File: config.mk
export PLATFORM = sky130hd
export DESIGN_NAME = arp_request
export DESIGN_NICKNAME = d
export VERILOG_FILES = /design/src/rtl/arp_pkg.sv /design/src/rtl/arp_request.sv
export SDC_FILE = /design/constraint.sdc
export NUM_CORES = 1
export LEC_CHECK = 0
export ABC_AREA = 1
export CORE_MARGIN = 5
export CORE_UTILIZATION = 25
export CTS_CLUSTER_DIAMETER = 80
export DETAILED_ROUTE_END_ITERATION = 7
export GPL_ROUTABILITY_DRIVEN = 1
export HOLD_SLACK_MARGIN = 0.06
export SLEW_MARGIN = 0
export SYNTH_ARGS = -nofsm -noshare
export SYNTH_HDL_FRONTEND = slang
export SYNTH_SLANG_ARGS = --single-unit
export TNS_END_PERCENT = 1
File: constraint.sdc
create_clock -name clock -period 2.95 [get_ports clock]
set_input_delay 0.4425 -clock clock [delete_from_list [all_inputs] [get_ports clock]]
set_output_delay 0.4425 -clock clock [all_outputs]
set_load 0.1 [all_outputs]
File: src/rtl/arp_pkg.sv
`default_nettype none
// ============================================================================
//  Module   : arp_pkg
//  Purpose  : Shared ARP field constants, payload lengths and the requester
//             state type used by the ARP blocks.
//  Revision : 1.0  initial release
// ============================================================================
package arp_pkg;

    localparam logic [15:0] ARP_HTYPE_ETH    = 16'h0001;
    localparam logic [15:0] ARP_PTYPE_IPV4   = 16'h0800;
    localparam logic [7:0]  ARP_HLEN_ETH     = 8'h06;
    localparam logic [7:0]  ARP_PLEN_IPV4    = 8'h04;
    localparam logic [15:0] ARP_OPER_REQUEST = 16'h0001;
    localparam logic [15:0] ARP_OPER_REPLY   = 16'h0002;

    localparam int ARP_PAYLOAD_LEN = 28;
    localparam int ETH_MIN_PAYLOAD = 46;

    typedef enum logic [1:0] {
        ST_IDLE    = 2'd0,
        ST_REQUEST = 2'd1,
        ST_SEND    = 2'd2,
        ST_WAIT    = 2'd3
    } arp_state_t;

endpackage
`default_nettype wire

File: src/rtl/arp_request.sv
`default_nettype none
// ============================================================================
//  Module   : arp_request
//  Purpose  : ARP initiator. Broadcasts an ARP request for a target IPv4
//             address through the tx arbiter, waits for a matching reply and
//             retries on timeout until MAX_ATTEMPTS transmissions are spent.
//  Options  : ARP_REQUEST_PAD_EN - when defined, the payload is zero-padded
//             to the Ethernet minimum (46 bytes); otherwise 28 bytes are sent.
//  Revision : 1.0  initial release
// ============================================================================
module arp_request
    import arp_pkg::*;
#(
    parameter int RETRY_TICKS  = 125_000_000,
    parameter int MAX_ATTEMPTS = 3
) (
    input  logic        clock,
    input  logic        reset_n,
    input  logic [47:0] local_mac,
    input  logic [31:0] local_ip,
    input  logic        resolve_start,
    input  logic [31:0] resolve_ip,
    output logic        tx_request,
    input  logic        tx_enable,
    output logic        tx_active,
    output logic [7:0]  tx_data,
    output logic [47:0] destination_mac,
    input  logic        reply_valid,
    input  logic [31:0] reply_ip,
    input  logic [47:0] reply_mac,
    output logic        busy,
    output logic        resolved,
    output logic [47:0] resolved_mac,
    output logic        failed
);

    localparam int TIMER_W = (RETRY_TICKS > 1) ? $clog2(RETRY_TICKS) : 1;

`ifdef ARP_REQUEST_PAD_EN
    localparam int FRAME_LEN = ETH_MIN_PAYLOAD;
`else
    localparam int FRAME_LEN = ARP_PAYLOAD_LEN;
`endif

    localparam logic [5:0]         LAST_IDX      = 6'(FRAME_LEN - 1);
    localparam logic [TIMER_W-1:0] TIMER_LOAD    = TIMER_W'(RETRY_TICKS - 1);
    localparam logic [2:0]         ATTEMPT_LIMIT = 3'(MAX_ATTEMPTS);

    arp_state_t         r_state;
    arp_state_t         w_state_nxt;
    logic [31:0]        r_target_ip;
    logic [2:0]         r_attempts;
    logic [5:0]         r_byte_idx;
    logic [TIMER_W-1:0] r_timer;
    logic               r_pending;
    logic [47:0]        r_pending_mac;
    logic               r_resolved;
    logic               r_failed;
    logic [47:0]        r_resolved_mac;

    logic               w_match;
    logic               w_last;
    logic               w_timer_zero;
    logic               w_retry_left;
    logic               w_resolve_now;
    logic [47:0]        w_resolve_mac;
    logic               w_fail_now;
    logic [7:0]         w_byte;

    assign w_match      = reply_valid && (reply_ip == r_target_ip);
    assign w_last       = (r_byte_idx == LAST_IDX);
    assign w_timer_zero = (r_timer == '0);
    assign w_retry_left = (r_attempts < ATTEMPT_LIMIT);

    assign destination_mac = 48'hFFFF_FFFF_FFFF;
    assign resolved        = r_resolved;
    assign failed          = r_failed;
    assign resolved_mac    = r_resolved_mac;

    // State register; asynchronous reset drops busy/tx_request/tx_active at once
    always_ff @(posedge clock or negedge reset_n) begin
        if (!reset_n) begin
            r_state <= ST_IDLE;
        end else begin
            r_state <= w_state_nxt;
        end
    end

    // Next-state decode, status events and state-derived outputs
    always_comb begin
        w_state_nxt   = r_state;
        w_resolve_now = 1'b0;
        w_resolve_mac = w_match ? reply_mac : r_pending_mac;
        w_fail_now    = 1'b0;
        tx_request    = (r_state == ST_REQUEST);
        tx_active     = (r_state == ST_SEND);
        busy          = (r_state != ST_IDLE);
        tx_data       = (r_state == ST_SEND) ? w_byte : 8'h00;
        case (r_state)
            ST_IDLE: begin
                if (resolve_start) begin
                    w_state_nxt = ST_REQUEST;
                end
            end
            ST_REQUEST: begin
                if (w_match) begin
                    w_state_nxt   = ST_IDLE;
                    w_resolve_now = 1'b1;
                end else if (tx_enable) begin
                    w_state_nxt = ST_SEND;
                end
            end
            ST_SEND: begin
                // A reply seen mid-frame only takes effect once the frame is complete
                if (w_last) begin
                    if (r_pending || w_match) begin
                        w_state_nxt   = ST_IDLE;
                        w_resolve_now = 1'b1;
                    end else begin
                        w_state_nxt = ST_WAIT;
                    end
                end
            end
            ST_WAIT: begin
                // A match beats a simultaneous timeout
                if (w_match) begin
                    w_state_nxt   = ST_IDLE;
                    w_resolve_now = 1'b1;
                end else if (w_timer_zero) begin
                    if (w_retry_left) begin
                        w_state_nxt = ST_REQUEST;
                    end else begin
                        w_state_nxt = ST_IDLE;
                        w_fail_now  = 1'b1;
                    end
                end
            end
            default: begin
                w_state_nxt = ST_IDLE;
            end
        endcase
    end

    // ARP request payload byte selected by the byte index (zero past byte 27)
    always_comb begin
        w_byte = 8'h00;
        case (r_byte_idx)
            6'd0:  w_byte = ARP_HTYPE_ETH[15:8];
            6'd1:  w_byte = ARP_HTYPE_ETH[7:0];
            6'd2:  w_byte = ARP_PTYPE_IPV4[15:8];
            6'd3:  w_byte = ARP_PTYPE_IPV4[7:0];
            6'd4:  w_byte = ARP_HLEN_ETH;
            6'd5:  w_byte = ARP_PLEN_IPV4;
            6'd6:  w_byte = ARP_OPER_REQUEST[15:8];
            6'd7:  w_byte = ARP_OPER_REQUEST[7:0];
            6'd8:  w_byte = local_mac[47:40];
            6'd9:  w_byte = local_mac[39:32];
            6'd10: w_byte = local_mac[31:24];
            6'd11: w_byte = local_mac[23:16];
            6'd12: w_byte = local_mac[15:8];
            6'd13: w_byte = local_mac[7:0];
            6'd14: w_byte = local_ip[31:24];
            6'd15: w_byte = local_ip[23:16];
            6'd16: w_byte = local_ip[15:8];
            6'd17: w_byte = local_ip[7:0];
            6'd24: w_byte = r_target_ip[31:24];
            6'd25: w_byte = r_target_ip[23:16];
            6'd26: w_byte = r_target_ip[15:8];
            6'd27: w_byte = r_target_ip[7:0];
            default: w_byte = 8'h00;
        endcase
    end

    // Datapath: target latch, attempt count, byte index, retry timer, results
    always_ff @(posedge clock or negedge reset_n) begin
        if (!reset_n) begin
            r_target_ip    <= '0;
            r_attempts     <= '0;
            r_byte_idx     <= '0;
            r_timer        <= '0;
            r_pending      <= 1'b0;
            r_pending_mac  <= '0;
            r_resolved     <= 1'b0;
            r_failed       <= 1'b0;
            r_resolved_mac <= '0;
        end else begin
            if ((r_state == ST_IDLE) && resolve_start) begin
                r_target_ip <= resolve_ip;
                r_resolved  <= 1'b0;
                r_failed    <= 1'b0;
                r_attempts  <= '0;
                r_pending   <= 1'b0;
            end
            if ((r_state == ST_REQUEST) && !w_match && tx_enable) begin
                r_attempts <= r_attempts + 3'd1;
                r_byte_idx <= '0;
                r_pending  <= 1'b0;
            end
            if (r_state == ST_SEND) begin
                r_byte_idx <= r_byte_idx + 6'd1;
                if (w_match) begin
                    r_pending     <= 1'b1;
                    r_pending_mac <= reply_mac;
                end
                if (w_last) begin
                    r_timer <= TIMER_LOAD;
                end
            end
            if (r_state == ST_WAIT) begin
                r_timer <= r_timer - 1'b1;
            end
            if (w_resolve_now) begin
                r_resolved     <= 1'b1;
                r_resolved_mac <= w_resolve_mac;
            end
            if (w_fail_now) begin
                r_failed <= 1'b1;
            end
        end
    end

endmodule
`default_nettype wire

==> run_results.csv, run 1 <==
group,metric,value,unit
logic_synthesis,syn_area,0.00994,sq mm
routing,drtAntennaViolNets,0,
global_route,grt_pass1_wl,55300,microns
setup_path,reg2regPathDepth,10,
logic_synthesis,post-synth-top-area-fraction,0.425,
routing,drt_iter0_drc,594,
die,row_count,73,
setup_path,path_class,"reg2out",
logic_synthesis,synth.largest_area_cell,"dfrtp_1",
status,status,"finished clean",
power,power_density,735,mW/mm^2
hold_path,holdPathEnd,"r_pending_mac[31]$_DFFE_PN0P_",
setup_path,critical_path.top_delay_family,"buffers and inverters",
cts,cts.path.max_buffers,2,
setup_path,path_max_fanout,5,
routing,first_pass_iters,5,
logic_synthesis,synth.top_cells.by_count,"526 x nand2_1, 169 x dfrtp_1, 143 x inv_1",
cts,clock_latency,430,ps
sta,rsz0062_at_grt,"yes",
global_route,grt_max_degree,65,
hold_path,hold_start,"r_pending_mac[31]$_DFFE_PN0P_",
cts,root_buffer,"clkbuf_16",
routing,vias,9996,
setup_path,crit-reg2reg-launch,"r_byte_idx[3]$_DFFE_PN0P_",
routing,wl_per_cell,16.1,microns
logic_synthesis,avgSynthCellArea,7.02,sq um
layout,final_util,0.344,
die,start_util,0.251,
setup_path,r2r-end,"r_timer[16]$_DFFE_PN0P_",
logic_synthesis,yosysUniqueCellTypes,44,
setup_path,cp_slowest_cell,"dfrtp_1",
hold_path,min_path_type,"reg2reg",
routing,drt_wl_total,35600,microns
layout,fin_nets,1869,
die,fp.dieArea,0.0439,sq mm
setup_path,path_cells,"inv_1 > ha_1 > nand3_1 > buf_4 > o2111ai_1 > nor3_1 > nor2_1 > buf_12",
sta,clock.fmax,348,MHz
sta,finalHoldViolCount,0,
placement,place_area,0.0130,sq mm
cts,clock-sinks,169,
cts,cts_tree,"yes",
sta,holdWs,479,ps
sta,drv_slew,0,
setup_path,crit_path_start_kind,"flip-flop",
run,cap_violations,0,
routing,route.detailed.drc,0,
placement,port_buffers,257,
cts,post_cts_buffers,0,
sta,min_period,2870,ps
placement,dp_hpwl,26700,microns
logic_synthesis,synth-warning-count,0,
cts,clk_transition_reported_paths,60,ps
setup_path,crit_required,2510,ps
logic_synthesis,ys_top_cells_by_area,"dfrtp_1 43%, nand2_1 20%, nand3_1 6.9%",
die,die_w,209,microns
global_route,grt_pass1_vias,9810,
logic_synthesis,synthArstFlopShare,1.00,
sta,worst_slew_pin_slew,703,ps
setup_path,r2r_setup_slack,690,ps
logic_synthesis,ys_seq_elements,169,
logic_synthesis,synth_edf_count,0,
sta,fin_crit_sh,0.974,
placement,gp_congestion,0.903,
setup_path,path_buf_inv,3,
routing,vias_per_cell,4.52,
sta,slew_headroom,0.531,
layout,area_delta_synth_final,36.9,%
layout,final_cell_area,0.0136,sq mm
global_route,grt_antenna_before_repair,7,
logic_synthesis,synth_cells,1417,
cts,htreeDepth,4,
global_route,overflow,0,
setup_path,max_stage_delay,410,ps
setup_path,cp-end-kind,"output port",
power,p_leak,6.81,nW
die,io_pins,306,
global_route,grt_usage,0.160,
logic_synthesis,seq_area_frac_synth,0.425,
layout,drive_gt1_frac,0.0948,
die,core,0.0395,sq mm
sta,finalSetupTns,0,ps
hold_path,holdPathStages,2,
power,ir_drop,0.000377,V
setup_path,arrival,2430,ps
power,finalPower,10.0,mW
die,dieHeight,209,microns
logic_synthesis,yosysMostFrequentCell,"nand2_1",
sta,setup_viol,0,
sta,finalClockSkew,9.83,ps
cts,numCtsBuffers,17,
logic_synthesis,synth_flop_cell,"dfrtp_1",
## sequential cells by signal (all words and copies together), names as in the netlist
name,flops
r_pending_mac,48
resolved_mac,48
r_target_ip,32
r_timer,27
r_byte_idx,6
r_attempts,3
r_state,2
failed,1
r_pending,1
resolved,1
## cells by family (layout without fill, tap and decap cells)
kind of cell,after synthesis,count (layout),synth area share
AOI/OAI and AO/OA,160,160,0.0944
DFF,169,169,0.425
buffers and inverters,251,465,0.119
and+or+nand+nor,816,816,0.341
muxes,1,1,0.00101
adders and majority gates,7,7,0.00881
other,1,56,0.000377
xor gates and xnor gates,12,12,0.0106
## worst max path at each step
| stage | depth (start not counted) | start | to | slack (ps) |
|---|---|---|---|---|
| 2_1_floorplan | 11 | r_byte_idx[1]$_DFFE_PN0P_ | tx_data[7] | -360 |
| 3_3_place_gp | 14 | reply_ip[27] | r_state[0]$_DFFE_PN0P_ | 380 |
| 3_5_place_dp | 14 | reply_ip[27] | r_state[0]$_DFFE_PN0P_ | 360 |
| 4_1_cts | 8 | r_byte_idx[2]$_DFFE_PN0P_ | tx_data[1] | 8 |
| 5_1_grt | 8 | r_byte_idx[1]$_DFFE_PN0P_ | tx_data[4] | -60 |
| 6_report | 8 | r_byte_idx[1]$_DFFE_PN0P_ | tx_data[4] | 80 |
## timing repair
action,CTS,global route
endpoints found under the setup margin,6,8
endpoints found under the hold margin,52,0
gates cloned,0,0
resized for setup,4,13
hold buffers,1,0
## cells in the final DEF, fill, tap and decap left out, types with 17 or more instances in the layout
| master | netlist | final |
|---|---|---|
| buf_4 | 55 | 71 |
| nand4_1 | 21 | 21 |
| nor2_1 | 101 | 96 |
| inv_1 | 143 | 136 |
| dfrtp_1 | 169 | 169 |
| clkdlybuf4s50_1 | 0 | 195 |
| nand3_1 | 137 | 134 |
| o21ai_0 | 107 | 107 |
| conb_1 | 1 | 48 |
| nand2_1 | 526 | 525 |
| clkbuf_16 | 0 | 17 |
## routing by layer
| metal | vias to the layer above | wire length, microns | part of all wire | track usage |
|---|---|---|---|---|
| met2 | 274 | 17000 | 0.48 | 0.258 |
| met5 | - | 27 | 0.00076 | 0 |
| met4 | 4 | 723 | 0.020 | 0.0439 |
| met3 | 41 | 2340 | 0.066 | 0.0423 |
| met1 | 4758 | 15600 | 0.44 | 0.211 |
| li1 | 4919 | - | - | - |
## through the flow
stage	setup slack [ps]	cells
after floorplan	-360	1464
after global placement	378	2170
final	76.8	2211
after global routing	-62.4	2208
after CTS	8.44	2203
after detailed placement	361	2170
## power breakdown
| part | total [mW] | internal, mW | switching (mW) |
|---|---|---|---|
| Sequential | 3.39 | 2.92 | 0.474 |
| Combinational | 4.35 | 1.40 | 2.95 |
| Clock | 2.26 | 1.28 | 0.985 |
| Total | 10.0 | 5.60 | 4.41 |
## worst min-delay path: stages (launching register included)
cell and delay (ps):
dfrtp_1 340, nand2_1 50, nand2_1 50
## final cells by class
| cell class | count | area (sq um) |
|---|---|---|
| fillers | 4167 | 25900 |
| multi-input cells | 1044 | 4770 |
| flip-flops and latches | 169 | 4230 |
| repair buffers | 282 | 2790 |
| well taps | 525 | 657 |
| inverters | 151 | 569 |
| clock buffers | 23 | 498 |
| clock inverters | 9 | 88.8 |
| diodes | 8 | 20.0 |
Power figures use the tool's default switching activity.
==> run 2, diff against run 1 <==
Settings changed: CAP_MARGIN from default to 20.
==> results of run 2 <==
Final layout, timing and power as in run 1 (identical DEF).
